`src/rtl/apb_master_arbiter_pkg.sv`:
```
// Shared types and widths for the APB master arbiter slice.
// The optional bus-lock feature is selected by APB_ARB_LOCK_EN.
package apb_arb_pkg;

    localparam int APB_AW = 32;
    localparam int APB_DW = 32;

    typedef enum logic [1:0] {
        IDLE     = 2'd0,
        ISSUE    = 2'd1,
        WAIT     = 2'd2,
        COMPLETE = 2'd3
    } arb_state_t;

    // Owner index width; a 2-requester build still needs one bit.
    function automatic int owner_w(input int n);
        return (n <= 2) ? 1 : $clog2(n);
    endfunction

endpackage

```
`src/rtl/apb_master_arbiter_if.sv`:
```
// Requester/bridge bundle for apb_master_arbiter; req_lock exists only
// when APB_ARB_LOCK_EN is defined.
interface apb_master_arbiter_if
    import apb_arb_pkg::*;
#(
    parameter int NREQ = 2
) ();

    // Handshake: a requester raises req with stable payload and holds it until
    // its one-cycle done pulse; rsp_* are valid only while done is non-zero.
    logic [NREQ-1:0]        req;
    logic [NREQ-1:0]        req_write;
    logic [NREQ*APB_AW-1:0] req_addr;
    logic [NREQ*APB_DW-1:0] req_wdata;
`ifdef APB_ARB_LOCK_EN
    logic [NREQ-1:0]        req_lock;
`endif
    logic [NREQ-1:0]        done;
    logic [APB_DW-1:0]      rsp_rdata;
    logic                   rsp_err;
    logic [NREQ-1:0]        gnt;
    logic                   transfer;
    logic                   write_read;
    logic [APB_AW-1:0]      addr;
    logic [APB_DW-1:0]      wdata;
    logic [APB_DW-1:0]      rdata;
    logic                   PSEL;
    logic                   PENABLE;
    logic                   PREADY;
    logic                   PSLVERR;

`ifdef APB_ARB_LOCK_EN
    modport master (
        input  req, req_write, req_addr, req_wdata, req_lock,
        input  rdata, PSEL, PENABLE, PREADY, PSLVERR,
        output done, rsp_rdata, rsp_err, gnt,
        output transfer, write_read, addr, wdata
    );
    modport slave (
        output req, req_write, req_addr, req_wdata, req_lock,
        output rdata, PSEL, PENABLE, PREADY, PSLVERR,
        input  done, rsp_rdata, rsp_err, gnt,
        input  transfer, write_read, addr, wdata
    );
`else
    modport master (
        input  req, req_write, req_addr, req_wdata,
        input  rdata, PSEL, PENABLE, PREADY, PSLVERR,
        output done, rsp_rdata, rsp_err, gnt,
        output transfer, write_read, addr, wdata
    );
    modport slave (
        output req, req_write, req_addr, req_wdata,
        output rdata, PSEL, PENABLE, PREADY, PSLVERR,
        input  done, rsp_rdata, rsp_err, gnt,
        input  transfer, write_read, addr, wdata
    );
`endif

endinterface

```
`src/rtl/apb_master_arbiter_rr_pick.sv`:
```
// Combinational round-robin picker: first set req bit searching upward
// from (last owner + 1) mod NREQ.
module apb_rr_pick
    import apb_arb_pkg::*;
#(
    parameter  int NREQ = 2,
    localparam int OW   = owner_w(NREQ)
) (
    input  logic [NREQ-1:0] i_req,
    input  logic [OW-1:0]   i_last,
    output logic            o_valid,
    output logic [OW-1:0]   o_idx
);

    logic [OW-1:0] w_pos;

    // Walk from the farthest candidate back to the nearest so the nearest wins.
    always_comb begin
        o_valid = 1'b0;
        o_idx   = '0;
        w_pos   = '0;
        for (int k = NREQ; k >= 1; k--) begin
            w_pos = OW'((int'(i_last) + k) % NREQ);
            if (i_req[w_pos]) begin
                o_valid = 1'b1;
                o_idx   = w_pos;
            end
        end
    end

endmodule

```
`src/rtl/apb_master_arbiter.sv`:
```
// Round-robin arbiter/sequencer sharing the APB bridge command port among NREQ
// requesters. Define APB_ARB_LOCK_EN to let a locked owner chain transfers.
module apb_master_arbiter
    import apb_arb_pkg::*;
#(
    parameter int NREQ = 2
) (
    input  logic                 clk,
    input  logic                 resetn,
    apb_master_arbiter_if.master bus,
    output arb_state_t           o_dbg_state
);

    localparam int OW = owner_w(NREQ);

    arb_state_t        r_state;
    logic [OW-1:0]     r_last;
    logic [OW-1:0]     r_owner;
    logic              r_transfer;
    logic              r_write;
    logic [APB_AW-1:0] r_addr;
    logic [APB_DW-1:0] r_wdata;
    logic [NREQ-1:0]   r_gnt;
    logic [NREQ-1:0]   r_done;
    logic [APB_DW-1:0] r_rdata;
    logic              r_err;

    logic              w_valid;
    logic [OW-1:0]     w_pick;
    logic [OW-1:0]     w_sel;
    logic              w_sel_write;
    logic [APB_AW-1:0] w_sel_addr;
    logic [APB_DW-1:0] w_sel_wdata;
    logic              w_apb_done;

    apb_rr_pick #(.NREQ(NREQ)) u_pick (
        .i_req   (bus.req),
        .i_last  (r_last),
        .o_valid (w_valid),
        .o_idx   (w_pick)
    );

    // Payload source: the new winner from IDLE, the current owner on a locked re-issue.
    assign w_sel       = (r_state == IDLE) ? w_pick : r_owner;
    assign w_sel_write = bus.req_write[w_sel];
    assign w_sel_addr  = bus.req_addr[w_sel*APB_AW +: APB_AW];
    assign w_sel_wdata = bus.req_wdata[w_sel*APB_DW +: APB_DW];
    assign w_apb_done  = bus.PSEL & bus.PENABLE & bus.PREADY;

    always_ff @(posedge clk or negedge resetn) begin
        if (!resetn) begin
            r_state    <= IDLE;
            r_last     <= OW'(NREQ - 1);
            r_owner    <= '0;
            r_transfer <= 1'b0;
            r_write    <= 1'b0;
            r_addr     <= '0;
            r_wdata    <= '0;
            r_gnt      <= '0;
            r_done     <= '0;
            r_rdata    <= '0;
            r_err      <= 1'b0;
        end else begin
            r_transfer <= 1'b0;
            r_done     <= '0;
            case (r_state)
                IDLE: begin
                    if (w_valid) begin
                        r_owner    <= w_pick;
                        r_last     <= w_pick;
                        r_gnt      <= NREQ'(1) << w_pick;
                        r_write    <= w_sel_write;
                        r_addr     <= w_sel_addr;
                        r_wdata    <= w_sel_wdata;
                        r_transfer <= 1'b1;
                        r_state    <= ISSUE;
                    end
                end
                ISSUE: begin
                    r_state <= WAIT;
                end
                WAIT: begin
                    if (w_apb_done) begin
                        r_rdata <= r_write ? '0 : bus.rdata;
                        r_err   <= bus.PSLVERR;
                        r_done  <= r_gnt;
                        r_state <= COMPLETE;
                    end
                end
                COMPLETE: begin
`ifdef APB_ARB_LOCK_EN
                    if (bus.req_lock[r_owner] && bus.req[r_owner]) begin
                        r_write    <= w_sel_write;
                        r_addr     <= w_sel_addr;
                        r_wdata    <= w_sel_wdata;
                        r_transfer <= 1'b1;
                        r_state    <= ISSUE;
                    end else begin
                        r_gnt   <= '0;
                        r_state <= IDLE;
                    end
`else
                    r_gnt   <= '0;
                    r_state <= IDLE;
`endif
                end
                default: begin
                    r_state <= IDLE;
                end
            endcase
        end
    end

    assign bus.done       = r_done;
    assign bus.rsp_rdata  = r_rdata;
    assign bus.rsp_err    = r_err;
    assign bus.gnt        = r_gnt;
    assign bus.transfer   = r_transfer;
    assign bus.write_read = r_write;
    assign bus.addr       = r_addr;
    assign bus.wdata      = r_wdata;
    assign o_dbg_state    = r_state;

endmodule
```
`src/flat_wrapper.sv`:
```
// flat-port wrapper written by rule: the top's interface ports become plain ports
module apb_master_arbiter_flat import apb_arb_pkg::*;
#(
    parameter int NREQ = 2
)
  (clk, resetn, o_dbg_state, bus_req, bus_req_write, bus_req_addr, bus_req_wdata, bus_rdata, bus_PSEL, bus_PENABLE, bus_PREADY, bus_PSLVERR, bus_done, bus_rsp_rdata, bus_rsp_err, bus_gnt, bus_transfer, bus_write_read, bus_addr, bus_wdata);
  apb_master_arbiter_if #(.NREQ(NREQ)) bus_i ();
  input  logic clk;
  input  logic resetn;
  output arb_state_t o_dbg_state;
  input wire logic [$bits(bus_i.req)-1:0] bus_req;
  input wire logic [$bits(bus_i.req_write)-1:0] bus_req_write;
  input wire logic [$bits(bus_i.req_addr)-1:0] bus_req_addr;
  input wire logic [$bits(bus_i.req_wdata)-1:0] bus_req_wdata;
  input wire logic [$bits(bus_i.rdata)-1:0] bus_rdata;
  input wire logic [$bits(bus_i.PSEL)-1:0] bus_PSEL;
  input wire logic [$bits(bus_i.PENABLE)-1:0] bus_PENABLE;
  input wire logic [$bits(bus_i.PREADY)-1:0] bus_PREADY;
  input wire logic [$bits(bus_i.PSLVERR)-1:0] bus_PSLVERR;
  output wire logic [$bits(bus_i.done)-1:0] bus_done;
  output wire logic [$bits(bus_i.rsp_rdata)-1:0] bus_rsp_rdata;
  output wire logic [$bits(bus_i.rsp_err)-1:0] bus_rsp_err;
  output wire logic [$bits(bus_i.gnt)-1:0] bus_gnt;
  output wire logic [$bits(bus_i.transfer)-1:0] bus_transfer;
  output wire logic [$bits(bus_i.write_read)-1:0] bus_write_read;
  output wire logic [$bits(bus_i.addr)-1:0] bus_addr;
  output wire logic [$bits(bus_i.wdata)-1:0] bus_wdata;
  assign bus_i.req = bus_req;
  assign bus_i.req_write = bus_req_write;
  assign bus_i.req_addr = bus_req_addr;
  assign bus_i.req_wdata = bus_req_wdata;
  assign bus_i.rdata = bus_rdata;
  assign bus_i.PSEL = bus_PSEL;
  assign bus_i.PENABLE = bus_PENABLE;
  assign bus_i.PREADY = bus_PREADY;
  assign bus_i.PSLVERR = bus_PSLVERR;
  assign bus_done = bus_i.done;
  assign bus_rsp_rdata = bus_i.rsp_rdata;
  assign bus_rsp_err = bus_i.rsp_err;
  assign bus_gnt = bus_i.gnt;
  assign bus_transfer = bus_i.transfer;
  assign bus_write_read = bus_i.write_read;
  assign bus_addr = bus_i.addr;
  assign bus_wdata = bus_i.wdata;
  apb_master_arbiter #(.NREQ(NREQ)) u_core (.clk(clk), .resetn(resetn), .bus(bus_i), .o_dbg_state(o_dbg_state));
endmodule
```
`config.mk`:
```
export PLATFORM = sky130hd
export DESIGN_NAME = apb_master_arbiter_flat
export DESIGN_NICKNAME = d
export VERILOG_FILES = /design/src/rtl/apb_master_arbiter_pkg.sv /design/src/rtl/apb_master_arbiter_if.sv /design/src/rtl/apb_master_arbiter_rr_pick.sv /design/src/rtl/apb_master_arbiter.sv /design/src/flat_wrapper.sv
export SDC_FILE = /design/constraint.sdc
export NUM_CORES = 1
export LEC_CHECK = 0
export CAP_MARGIN = 10
export CORE_ASPECT_RATIO = 0.6
export CORE_UTILIZATION = 35
export DETAILED_ROUTE_END_ITERATION = 8
export HOLD_SLACK_MARGIN = 0.06
export PLACE_DENSITY = 0.83
export SETUP_SLACK_MARGIN = 0.3
export SLEW_MARGIN = 20
export SYNTH_ARGS = -nofsm -noshare
export SYNTH_HDL_FRONTEND = slang
export SYNTH_SLANG_ARGS = --single-unit
```
`constraint.sdc`:
```
create_clock -name clk -period 1.71 [get_ports clk]
set_clock_uncertainty 0.2 [all_clocks]
set_input_delay 0.2565 -clock clk [delete_from_list [all_inputs] [get_ports clk]]
set_output_delay 0.2565 -clock clk [all_outputs]
set_load 0.005 [all_outputs]
```
Word level (Yosys, flattened, before mapping)
Cells that the tools add are included.
{"block": "totals", "word_cells": 53, "ff_bits": 107, "output_inout_bits": 105, "inputBits": 170}
{"block": "classes", "n_mux": 21, "n_addsub": 2, "n_eq_ne": 5, "bitwise": 2, "n_lt_le_gt_ge": 3, "reduce_logical": 6, "shifts": 3}
{"cell": "64-bit by 7-bit variable part select with 32-bit output", "count": 2}
{"cell": "32-bit two-way mux", "count": 1}
{"cell": "1-bit two-way mux", "count": 13}
{"cell": "2-bit two-way mux", "count": 5}
{"cell": "2-bit one-hot mux with 4 select lines", "count": 1}
{"cell": "2-bit AND reduction", "count": 4}
{"cell": "1-bit by 2-bit less-than comparator with 1-bit output, second input constant", "count": 3}
{"cell": "2-bit equality test, second input constant", "count": 2}
{"cell": "2-bit one-hot mux with 2 select lines", "count": 1}
{"cell": "1-bit adder, second input constant", "count": 2}
{"cell": "1-bit AND", "count": 2}
{"cell": "2-bit by 1-bit equality test with 1-bit output, second input constant", "count": 1}
{"cell": "2-bit logical NOT", "count": 1}
{"cell": "2-bit by 1-bit != test with 1-bit output, second input constant", "count": 1}
{"cell": "2-bit != test, second input constant", "count": 1}
{"cell": "2-bit nonzero test", "count": 1}
{"cell": "1-bit by 1-bit left shift with 2-bit output, first input constant", "count": 1}

Longest topological paths before layout
Gate-level depths: netlist of the first run.
{"block": "depth", "ltp_word": 8, "ltp_mapped": 8, "mapped_depth_nobuf": 5}

By module
A second synthesis of the first run with hierarchy kept.
{"block": "unflattened", "hier_cells": 463, "hier_area_um2": 4763.3}
{"module": "apb_master_arbiter", "instances": 1, "area_per_inst_um2": 4749.6, "cells_per_inst": 461}
{"module": "apb_rr_pick", "instances": 1, "area_per_inst_um2": 13.8, "cells_per_inst": 2}

Least setup slack after synthesis of the first run
Ideal clock, no wire load.
{"block": "synth_path", "kind": "register to register", "from": "register u_core.r_state[0] (netlist: u_core.o_dbg_state[0])", "to": "register u_core.r_wdata[10] (netlist: u_core.bus.wdata[10])", "stages_incl_launch_ff": 8, "period_less_slack_ns": 1.711, "path_buffers": 2, "path_slack_ns": -0.001, "t_arrival_ns": 1.381, "required_ns": 1.380, "path_cell_list": "dfrtp_1 -> inv_1 -> ha_1 -> nand2_1 -> buf_4 -> clkbuf_1 -> o21ai_0 -> a31oi_1"}
{"block": "synth_via", "elab_chain_len": 3}
{"item": "start: declaration", "line": "apb_master_arbiter.sv:16", "rtl": "arb_state_t r_state;"}
{"item": "start signal: assignment", "line": "apb_master_arbiter.sv:52", "rtl": "r_state <= IDLE;"}
{"item": "start signal: assignment", "line": "apb_master_arbiter.sv:76", "rtl": "r_state <= ISSUE;"}
{"item": "start signal: assignment", "line": "apb_master_arbiter.sv:80", "rtl": "r_state <= WAIT;"}
{"item": "2-bit logical NOT *", "line": "apb_master_arbiter.sv:44, apb_master_arbiter.sv:66"}
{"item": "1-bit two-way mux", "line": "apb_master_arbiter.sv:44", "rtl": "assign w_sel = (r_state == IDLE) ? w_pick : r_owner;"}
{"item": "64-bit by 7-bit variable part select with 32-bit output", "line": "apb_master_arbiter.sv:47", "rtl": "assign w_sel_wdata = bus.req_wdata[w_sel*APB_DW +: APB_DW];"}
{"item": "end signal: assignment", "line": "apb_master_arbiter.sv:74", "rtl": "r_wdata <= w_sel_wdata;"}
{"item": "end: declaration", "line": "apb_master_arbiter.sv:22", "rtl": "logic [APB_DW-1:0] r_wdata;"}
Every way passes the cells marked *; elsewhere a longest branch is shown, timed or not.
A chain may end at the register's enable or synchronous reset.

Worst setup path in the final report of the first run
{"block": "layout_path", "from": "register u_core.r_state[1] (netlist: u_core.o_dbg_state[1])", "to": "register u_core.r_wdata[3] (netlist: u_core.bus.wdata[3])"}
Same word-level chain as after synthesis.

==> results.tsv, run 1 <==
metric	value	unit
status	finished with violations	
violations	negative setup slack	
finalHoldViolations	0	
synth_cell_types	28	
arrival	1790	ps
synth_cells	547	
syn-num-nets	721	
cts-root-buf	clkbuf_16	
clk_pin_slew	80	ps
ir_worst_vdd	0.000708	V
synth_warnings	0	
hp-class	in -> async	
cap_violations	0	
die_y	94.1	um
drc	0	
cts_sinks	106	
grt_max_degree	47	
ant_nets	0	
worstMarginPinSlew	305	ps
final_common_cell	clkdlybuf4s50_1	
period_minus_slack	1730	ps
drt_iter0_markers	353	
initial_core_util	0.361	
grt_pass1_vias	5215	
final_nets	1049	
worstSetupStartpointType	register	
path_class	reg -> reg	
maxSlewViolCount	0	
fin_ws	-15.6	ps
setup_tns	-18.1	ps
fmax	0.579	GHz
drive_gt1_frac	0.273	
vias	5616	
design_area	9300	sq um
ys_seq_elements	106	
avgSynthCellArea	9.04	sq um
crit_path_end_kind	register	
rows	33	
htreeDepth	3	
setup_viol	2	
dieArea	14600	sq um
core	13700	sq um
drtPass1Iterations	4	
grt_setup_unrepaired	yes	
pin_count	275	
critPathRequiredTime	1770	ps
antennaDiodeCount	0	
wl_per_cell	18.7	um
syn-cell-area	4950	sq um
numCtsBuffers	9	
grt_antenna_before_repair	0	
ys_seq_area_frac	0.536	
cp_max_fo	5	
die_w	155	um
leakage	0.00428	uW
gr-total-overflow	0	
slew_headroom	0.797	
min_period_over_period	1.01	
cts_buffer_depth	2	
gp_congestion	0.752	
area_delta_synth_final	88.0	%
grt_pass1_wl	27100	um
vias_per_cell	5.24	
final_cell_mix	168 x clkdlybuf4s50_1, 104 x dfrtp_1, 65 x a31oi_1, 62 x o21ai_1, 61 x nor2_1	
cts_tree	built	
insertion_delay	340	ps
wl	20100	um
hpwlAfterDp	11800	um
grt_use_total	0.239	
postPlaceCellArea	8070	sq um
port-buffer-count	274	
cellPowerDensity	1580	nW/um^2
state kept, by name (all words and copies together) (netlist names):
name                   count
u_core.o_dbg_state         2
u_core.bus.write_read      1
u_core.bus.addr           32
u_core.r_last              1
u_core.bus.rsp_err         1
u_core.bus.gnt             2
u_core.bus.transfer        1
u_core.bus.done            2
u_core.bus.wdata          32
u_core.bus.rsp_rdata      32
final timing paths:
check	start	end	slack, ps	depth (start not counted)
worst min register to register	u_core.bus.rsp_rdata[10]	u_core.bus.rsp_rdata[10]	290	2
worst min-delay path	resetn	u_core.bus.wdata[3]	140	2
min in group clk	bus_rdata[12]	u_core.bus.rsp_rdata[12]	260	3
worst max register to register	u_core.o_dbg_state[1]	u_core.bus.wdata[3]	-20	7
worst max-delay path	u_core.o_dbg_state[1]	u_core.bus.wdata[3]	-20	7
max in group asynchronous	resetn	u_core.o_dbg_state[1]	620	3
synth_stat cells (all sizes together):
cell,number,area (sq um)
o21a,1,7.51
dfrtp,105,2630
nand2,36,135
a22o,1,8.76
nand3,66,330
o32a,1,10.0
o31ai,1,7.51
clkbuf,17,66.3
o21ai,99,495
a21oi,1,5.00
nor2b,1,6.26
nor3b,1,7.51
and2,2,15.0
nor2,68,255
nand4,1,6.26
a31oi,65,407
ha,4,50.1
buf,36,228
mux2,2,22.5
dfstp,1,26.3
inv,4,15.0
nand2b,33,206
o32ai,1,8.76
cell families (layout without fill, tap and decap cells):
family	count (synthesis)	count (layout)	share of synthesized area
adders and majority gates	4	4	0.0101
muxes	2	2	0.00455
and+or+nand+nor	208	208	0.194
DFF	106	106	0.536
buffers and inverters	57	390	0.0625
AOI/OAI and AO/OA	170	170	0.192
power by group:
group | switching, uW | internal [uW] | leakage (uW) | total [uW]
logic | 3730 | 4520 | 0.00289 | 8250
registers | 675 | 3760 | 0.00126 | 4430
clock network | 1010 | 1020 | 0.000136 | 2020
per-layer routing:
layer / vias up / GRT usage / share of wire
li1: 2602 / - / -
met4: 0 / 0.0531 / 0.020
met1: 2714 / 0.290 / 0.40
met2: 263 / 0.416 / 0.49
met3: 37 / 0.0784 / 0.089
met5: - / 0 / 0
critical path: stages (launching register included):
cell and delay, ps:
dfrtp_2 430, inv_2 80, ha_4 160, and2_4 220, buf_12 150, clkbuf_16 150, nand3_2 70, a31oi_1 180
layout make-up:
type,instances,area (sq um)
clock buffers,9,225
clock inverters,7,60.1
fillers,1068,4410
inverters,4,15.0
multi-input cells,384,2280
flip-flops and latches,106,2660
well taps,192,240
repair buffers,370,3820
per-stage QoR:
stage          total power (uW)  worst slack [ps]  instances  hold slack (ps)   util
2_1_floorplan              7550               117        547             -239      -
3_5_place_dp              11300              -187        988            -67.2  0.588
6_report                  14700             -15.6       1072              143  0.678
3_3_place_gp              11100              -128        988            -71.0  0.588
5_1_grt                   15600              -106       1072              142  0.678
4_1_cts                   13800              17.6       1041             98.3  0.628
repair_timing:
action,in CTS,in global routing
endpoints found under the hold margin,106,0
hold buffers,1,0
setup endpoints to repair,211,172
pin swaps,2,47
gates cloned,6,15
resized for setup,223,171
setup buffers,30,16
(Power assumes the default switching activity.)
==> inputs of run 2 (changes only) <==
--- a/config.mk
+++ b/config.mk
@@ -6,7 +6,6 @@
 export NUM_CORES = 1
 export LEC_CHECK = 0
 export CAP_MARGIN = 10
-export CORE_ASPECT_RATIO = 0.6
 export CORE_UTILIZATION = 35
 export DETAILED_ROUTE_END_ITERATION = 8
 export HOLD_SLACK_MARGIN = 0.06
==> run 2 against run 1 <==
Against the previous run: power increased by 4.0%; sequential cell count unchanged; worst setup slack got worse by 69 ps; the flow still finishes with violations (negative setup slack); routed wire length decreased by 1.4%; combinational power increased by 3.3%.
==> results.tsv, run 2 (synthesis gave the netlist of run 1 again) <==
metric	value	unit
place_ws	-243	ps
final_common_cell	clkdlybuf4s50_1	
final_nets	1054	
cts_tree	built	
wl	19800	um
drc	0	
path_class	reg -> reg	
leakage	0.00401	uW
cellPowerDensity	1660	nW/um^2
r2r_end	u_core.o_dbg_state[1]	
antennaDiodeCount	0	
cp_max_fo	3	
core	13800	sq um
slowest_stage	dfrtp_1	
rr_startpoint	u_core.o_dbg_state[0]	
clk_pin_slew	80	ps
cts_buffer_depth	2	
cp_slowest_stage_delay	390	ps
fin_ws	-84.5	ps
setup_viol	65	
hp-class	in -> async	
whs	128	ps
insertion_delay	350	ps
ant_nets	0	
rows	43	
grt_pass1_vias	5476	
violations	negative setup slack	
cts-root-buf	clkbuf_16	
min_period_over_period	1.05	
drtPass1Iterations	5	
grt_pass1_wl	28600	um
hpwlAfterDp	11900	um
gp_congestion	0.776	
initial_core_util	0.358	
pin_count	275	
ir_worst_vdd	0.000788	V
htreeDepth	3	
r2r_setup_slack	-80	ps
worstSetupStartpointType	register	
grt_use_total	0.252	
dieArea	14600	sq um
maxSlewViolCount	0	
cpMostUsedCell	buf_6	
drt_iter0_markers	404	
crit_chain	inv_2 -> ha_4 -> buf_6 -> buf_6 -> nor3b_4 -> a21oi_2 -> mux2_4	
worstRegToRegCells	7	
die_y	121	um
crit_path_end_kind	register	
period_minus_slack	1790	ps
slew_headroom	0.804	
area_delta_synth_final	86.4	%
status	finished with violations	
wl_per_cell	18.6	um
grt_antenna_before_repair	0	
worstMarginPinSlew	291	ps
port-buffer-count	274	
cap_violations	0	
grt_setup_unrepaired	yes	
drive_gt1_frac	0.320	
vias_per_cell	5.40	
critPathRequiredTime	1750	ps
grt_max_degree	46	
die_w	121	um
cts_sinks	106	
gr-total-overflow	0	
final_cell_mix	168 x clkdlybuf4s50_1, 104 x dfrtp_1, 65 x nand3_1, 62 x a31oi_1, 58 x buf_2	
finalHoldViolations	0	
fmax	0.557	GHz
vias	5751	
numCtsBuffers	9	
arrival	1840	ps
## run 2: cell count changes in the layout (fill, tap and decap cells not counted), sizes merged
cell,previous run,this run
buf,133,154
bufinv,0,2
clkbuf,36,51
clkdlybuf4s15,0,2
clkinv,2,0
dlymetal6s2s,41,11
inv,7,4
## run 2: where the power goes
| part | total, uW | internal, uW | switching [uW] | leakage, uW |
|---|---|---|---|---|
| registers | 4500 | 3760 | 738 | 0.00126 |
| logic | 8520 | 4660 | 3870 | 0.00260 |
| clock network | 2280 | 1330 | 949 | 0.000149 |
| total | 15300 | 9740 | 5560 | 0.00401 |
## run 2: stage by stage
stage	util	area (sq um)	instances	TNS [ps]	power, uW
after detailed placement	0.584	8070	979	-11090	11300
after CTS	0.643	8900	1037	-466	14500
after global placement	0.584	8070	979	-8400	11200
final	0.667	9220	1065	-3060	15300
after floorplan	-	5090	547	0	7550
after global routing	0.667	9220	1065	-7440	16200
## run 2: worst max path at each step
stage                     slack [ps]                    end  cells past startpoint                  start
final                            -80  u_core.o_dbg_state[1]                      7  u_core.o_dbg_state[0]
after global routing            -150    u_core.bus.addr[25]                      7  u_core.o_dbg_state[0]
after CTS                        -30    u_core.bus.wdata[7]                      8  u_core.o_dbg_state[1]
after detailed placement        -240   u_core.bus.wdata[19]                      5             bus_req[1]
after global placement          -180    u_core.bus.addr[18]                      5             bus_req[1]
after floorplan                  120    u_core.bus.wdata[2]                      8  u_core.o_dbg_state[1]
## run 2: timing repair
action | in CTS | in global routing
gates cloned | 10 | 8
hold buffers | 1 | 0
setup endpoints to repair | 204 | 163
hold endpoints to repair | 105 | 0
resized for setup | 354 | 109
pin swaps | 13 | 2
setup buffers | 31 | 20
## run 2: layout make-up
type                    instances  area (sq um)
multi-input cells             384          2320
flip-flops and latches        106          2660
clock buffers                  12           246
inverters                       4          15.0
well taps                     180           225
fillers                      1107          4610
repair buffers                375          3680
clock inverters                 4          75.1
## run 2: per-layer routing
metal  vias to the layer above  global-route usage  routed length [um]
li1                       2601                   -                   -
met1                      2772               0.298                7590
met2                       318               0.431                9780
met3                        60              0.0695                1730
met4                         0               0.103                 675
met5                         -                   0                   0
## run 2: worst max-delay path: cells and delay by family (launching register included)
family / cells / cell delay, ps
buffers and inverters: 3 / 310
and+or+nand+nor: 1 / 140
AOI/OAI and AO/OA: 1 / 150
adders and majority gates: 1 / 180
muxes: 1 / 310
DFF: 1 / 390
==> inputs of run 3 (changes only) <==
--- a/config.mk
+++ b/config.mk
@@ -9,9 +9,10 @@
 export CORE_UTILIZATION = 35
 export DETAILED_ROUTE_END_ITERATION = 8
 export HOLD_SLACK_MARGIN = 0.06
-export PLACE_DENSITY = 0.83
+export PLACE_DENSITY = 0.84
 export SETUP_SLACK_MARGIN = 0.3
 export SLEW_MARGIN = 20
 export SYNTH_ARGS = -nofsm -noshare
 export SYNTH_HDL_FRONTEND = slang
+export SYNTH_HIERARCHICAL = 1
 export SYNTH_SLANG_ARGS = --single-unit
==> run 3 against run 2 <==
Against the previous run: the flow still finishes with violations (negative setup slack); sequential share of layout area rose by 0.79 points; synthesized cell count fell by 15%; combinational power fell by 2%; sequential power fell by 3%; power fell by 4.3%; clock power fell by 16%; cell count fell by 6.0%; global-route usage fell by 0.71 points; non-clock buffer count rose by 2; critical path type unchanged; critical endpoint is now u_core/bus.rsp_rdata[21]; largest cell class unchanged.
==> results.tsv, run 3 <==
metric	value	unit
worstRegToRegCells	10	
synth_cells	463	
drc	0	
avgSynthCellArea	10.3	sq um
initial_core_util	0.360	
finalHoldViolations	0	
grt_use_total	0.245	
hp-class	in -> async	
drive_gt1_frac	0.365	
slew_headroom	0.799	
gp_congestion	0.859	
ys_seq_area_frac	0.562	
setup_tns	-16960	ps
syn-num-nets	637	
syn-cell-area	4760	sq um
grt_setup_unrepaired	yes	
rows	42	
r2r_setup_slack	-230	ps
cp_max_fo	8	
numCtsBuffers	9	
final_common_cell	clkdlybuf4s50_1	
synth_xor_area_frac	0	
cts_tree	built	
fin_ws	-229	ps
insertion_delay	350	ps
area_delta_synth_final	90.1	%
drt_iter0_markers	303	
synth-simple-area-share	0.132	
cp_slowest_stage_delay	400	ps
grt_pass1_wl	26500	um
critPathRequiredTime	1780	ps
htreeDepth	3	
leakage	0.00446	uW
ant_nets	0	
synth_cell_types	26	
grt_pass1_vias	5210	
worstMarginPinSlew	301	ps
gr-total-overflow	0	
vias_per_cell	4.99	
setup_viol	101	
ir_worst_vdd	0.000729	V
wl_per_cell	18.6	um
synth.area.top_cells	dfrtp_1 56%, mux2i_1 14%, o21ai_1 9.8%	
die_y	119	um
path_class	reg -> reg	
synth.top_cells.by_count	106 x dfrtp_1, 103 x nand2_1, 93 x o21ai_1	
startpoint	u_core/o_dbg_state[1]	
drtPass1Iterations	5	
r2r_end	u_core/bus.rsp_rdata[21]	
critical_path.top_delay_family	buffers and inverters	
cpMostUsedCell	buf_6	
critPathCapture	u_core/bus.rsp_rdata[21]	
multi_input_comb_area	2320	sq um
grt_max_degree	56	
synth_warnings	6	
num-fill-cells	924	
synth.top_cell.area_share	0.557	
grt_antenna_before_repair	0	
period_minus_slack	1940	ps
final_nets	994	
worstSetupStartpointType	register	
cts_sinks	107	
critPathBufInv	6	
cts-root-buf	clkbuf_16	
fmax	0.516	GHz
clk_pin_slew	70	ps
slowest_stage	dfrtp_1	
muxShareOfSynthArea	0.143	
cellPowerDensity	1620	nW/um^2
synth.most_common_cell	dfrtp_1	
rr_startpoint	u_core/o_dbg_state[1]	
die_w	119	um
maxSlewViolCount	0	
synth_top_cell_by_area	dfrtp_1	
crit_chain	buf_4 -> buf_4 -> buf_6 -> ha_4 -> nand4_1 -> buf_6 -> buf_6 -> buf_16 -> nand2_2 -> o21ai_2	
status	finished with violations	
crit_cells	10	
synth_compound_area_frac	0.113	
min_period_over_period	1.13	
dieArea	14100	sq um
seqCellArea	2680	sq um
core	13200	sq um
port-buffer-count	274	
ys_seq_elements	107	
synthArstFlopShare	1.00	
cts_buffer_depth	2	
cap_violations	0	
synthFlopType	dfrtp_1	
violations	negative setup slack	
crit_path_end_kind	register	
pin_count	275	
vias	4997	
place_ws	-444	ps
synth_fa_ha_area_frac	0.0105	
arrival	2010	ps
antennaDiodeCount	0	
hpwlAfterDp	10400	um
synth_top_family_by_area	multiplexers	
final_cell_mix	168 x clkdlybuf4s50_1, 106 x dfrtp_1, 73 x nand2_1, 66 x o21ai_1, 65 x buf_2	
synth_edf_count	0	
wl	18600	um
run 3: cell types whose count changed in the layout (fill, tap and decap cells not counted), sizes merged, moves of 3 or more:
cell	change
nand2	+67
buf	+11
dlymetal6s2s	-11
a31oi	-65
clkinv	+3
mux2i	+66
nor2	-65
nand3	-65
clkdlybuf4s15	+3
run 3: how the worst min path moves through the flow:
stage / end / startpoint / cells past startpoint / slack, ps
after floorplan: u_core/bus.addr[0] / resetn / 0 / -240
after CTS: u_core/bus.rsp_rdata[2] / bus_rdata[2] / 3 / 260
final: u_core/bus.wdata[29] / resetn / 3 / 280
after global placement: u_core/bus.wdata[25] / resetn / 2 / 90
after global routing: u_core/bus.rsp_rdata[1] / bus_rdata[1] / 3 / 290
after detailed placement: u_core/bus.addr[3] / resetn / 2 / 90
run 3: layout make-up:
class                           instances  area share
Clock inverter                          5     0.00332
Clock buffer                           11      0.0257
Multi-Input combinational cell        319       0.256
Sequential cell                       107       0.296
Inverter                                6     0.00249
Tap cell                              176      0.0243
Timing Repair Buffer                  377       0.392
run 3: worst min-delay path, stage by stage:
cell,delay (ps)
dlygate4sd3_1,550
buf_4,150
buf_12,260
run 3: report_power, final:
group          switching [uW]  internal [uW]  leakage, uW
Sequential                686           3680      0.00135
Combinational            3760           4610      0.00298
Clock                     929            982     0.000125
run 3: timing repair:
item,CTS,global route
pin swaps,12,17
cloned,13,3
hold buffers,1,0
endpoints found under the setup margin,211,146
gates resized for setup,402,98
hold endpoints to repair,107,0
setup buffers,47,22
run 3: routing by layer:
| metal | track usage | vias up | share of wire |
|---|---|---|---|
| li1 | - | 2278 | - |
| met1 | 0.264 | 2397 | 0.37 |
| met4 | 0.117 | 0 | 0.034 |
| met5 | 0 | - | 0 |
| met3 | 0.0531 | 42 | 0.070 |
| met2 | 0.452 | 280 | 0.53 |
run 3: cell families (layout without fill, tap and decap cells):
kind of cell	Yosys count	after routing
AO/OA/AOI/OAI	104	104
adder cells (fa/ha/maj)	4	4
buffers and inverters	37	399
flip-flops	107	107
multiplexers	68	68
AND/OR/NAND/NOR	143	143
run 3: through the flow:
stage | hold WS, ps | utilization | total power [uW] | std cells | area, sq um
2_1_floorplan | -239 | - | 7460 | 463 | 4820
3_3_place_gp | 85.1 | 0.590 | 10700 | 899 | 7820
5_1_grt | 287 | 0.684 | 15500 | 1001 | 9050
4_1_cts | 256 | 0.662 | 13700 | 976 | 8760
3_5_place_dp | 90.4 | 0.590 | 10900 | 899 | 7820
6_report | 280 | 0.684 | 14600 | 1001 | 9050
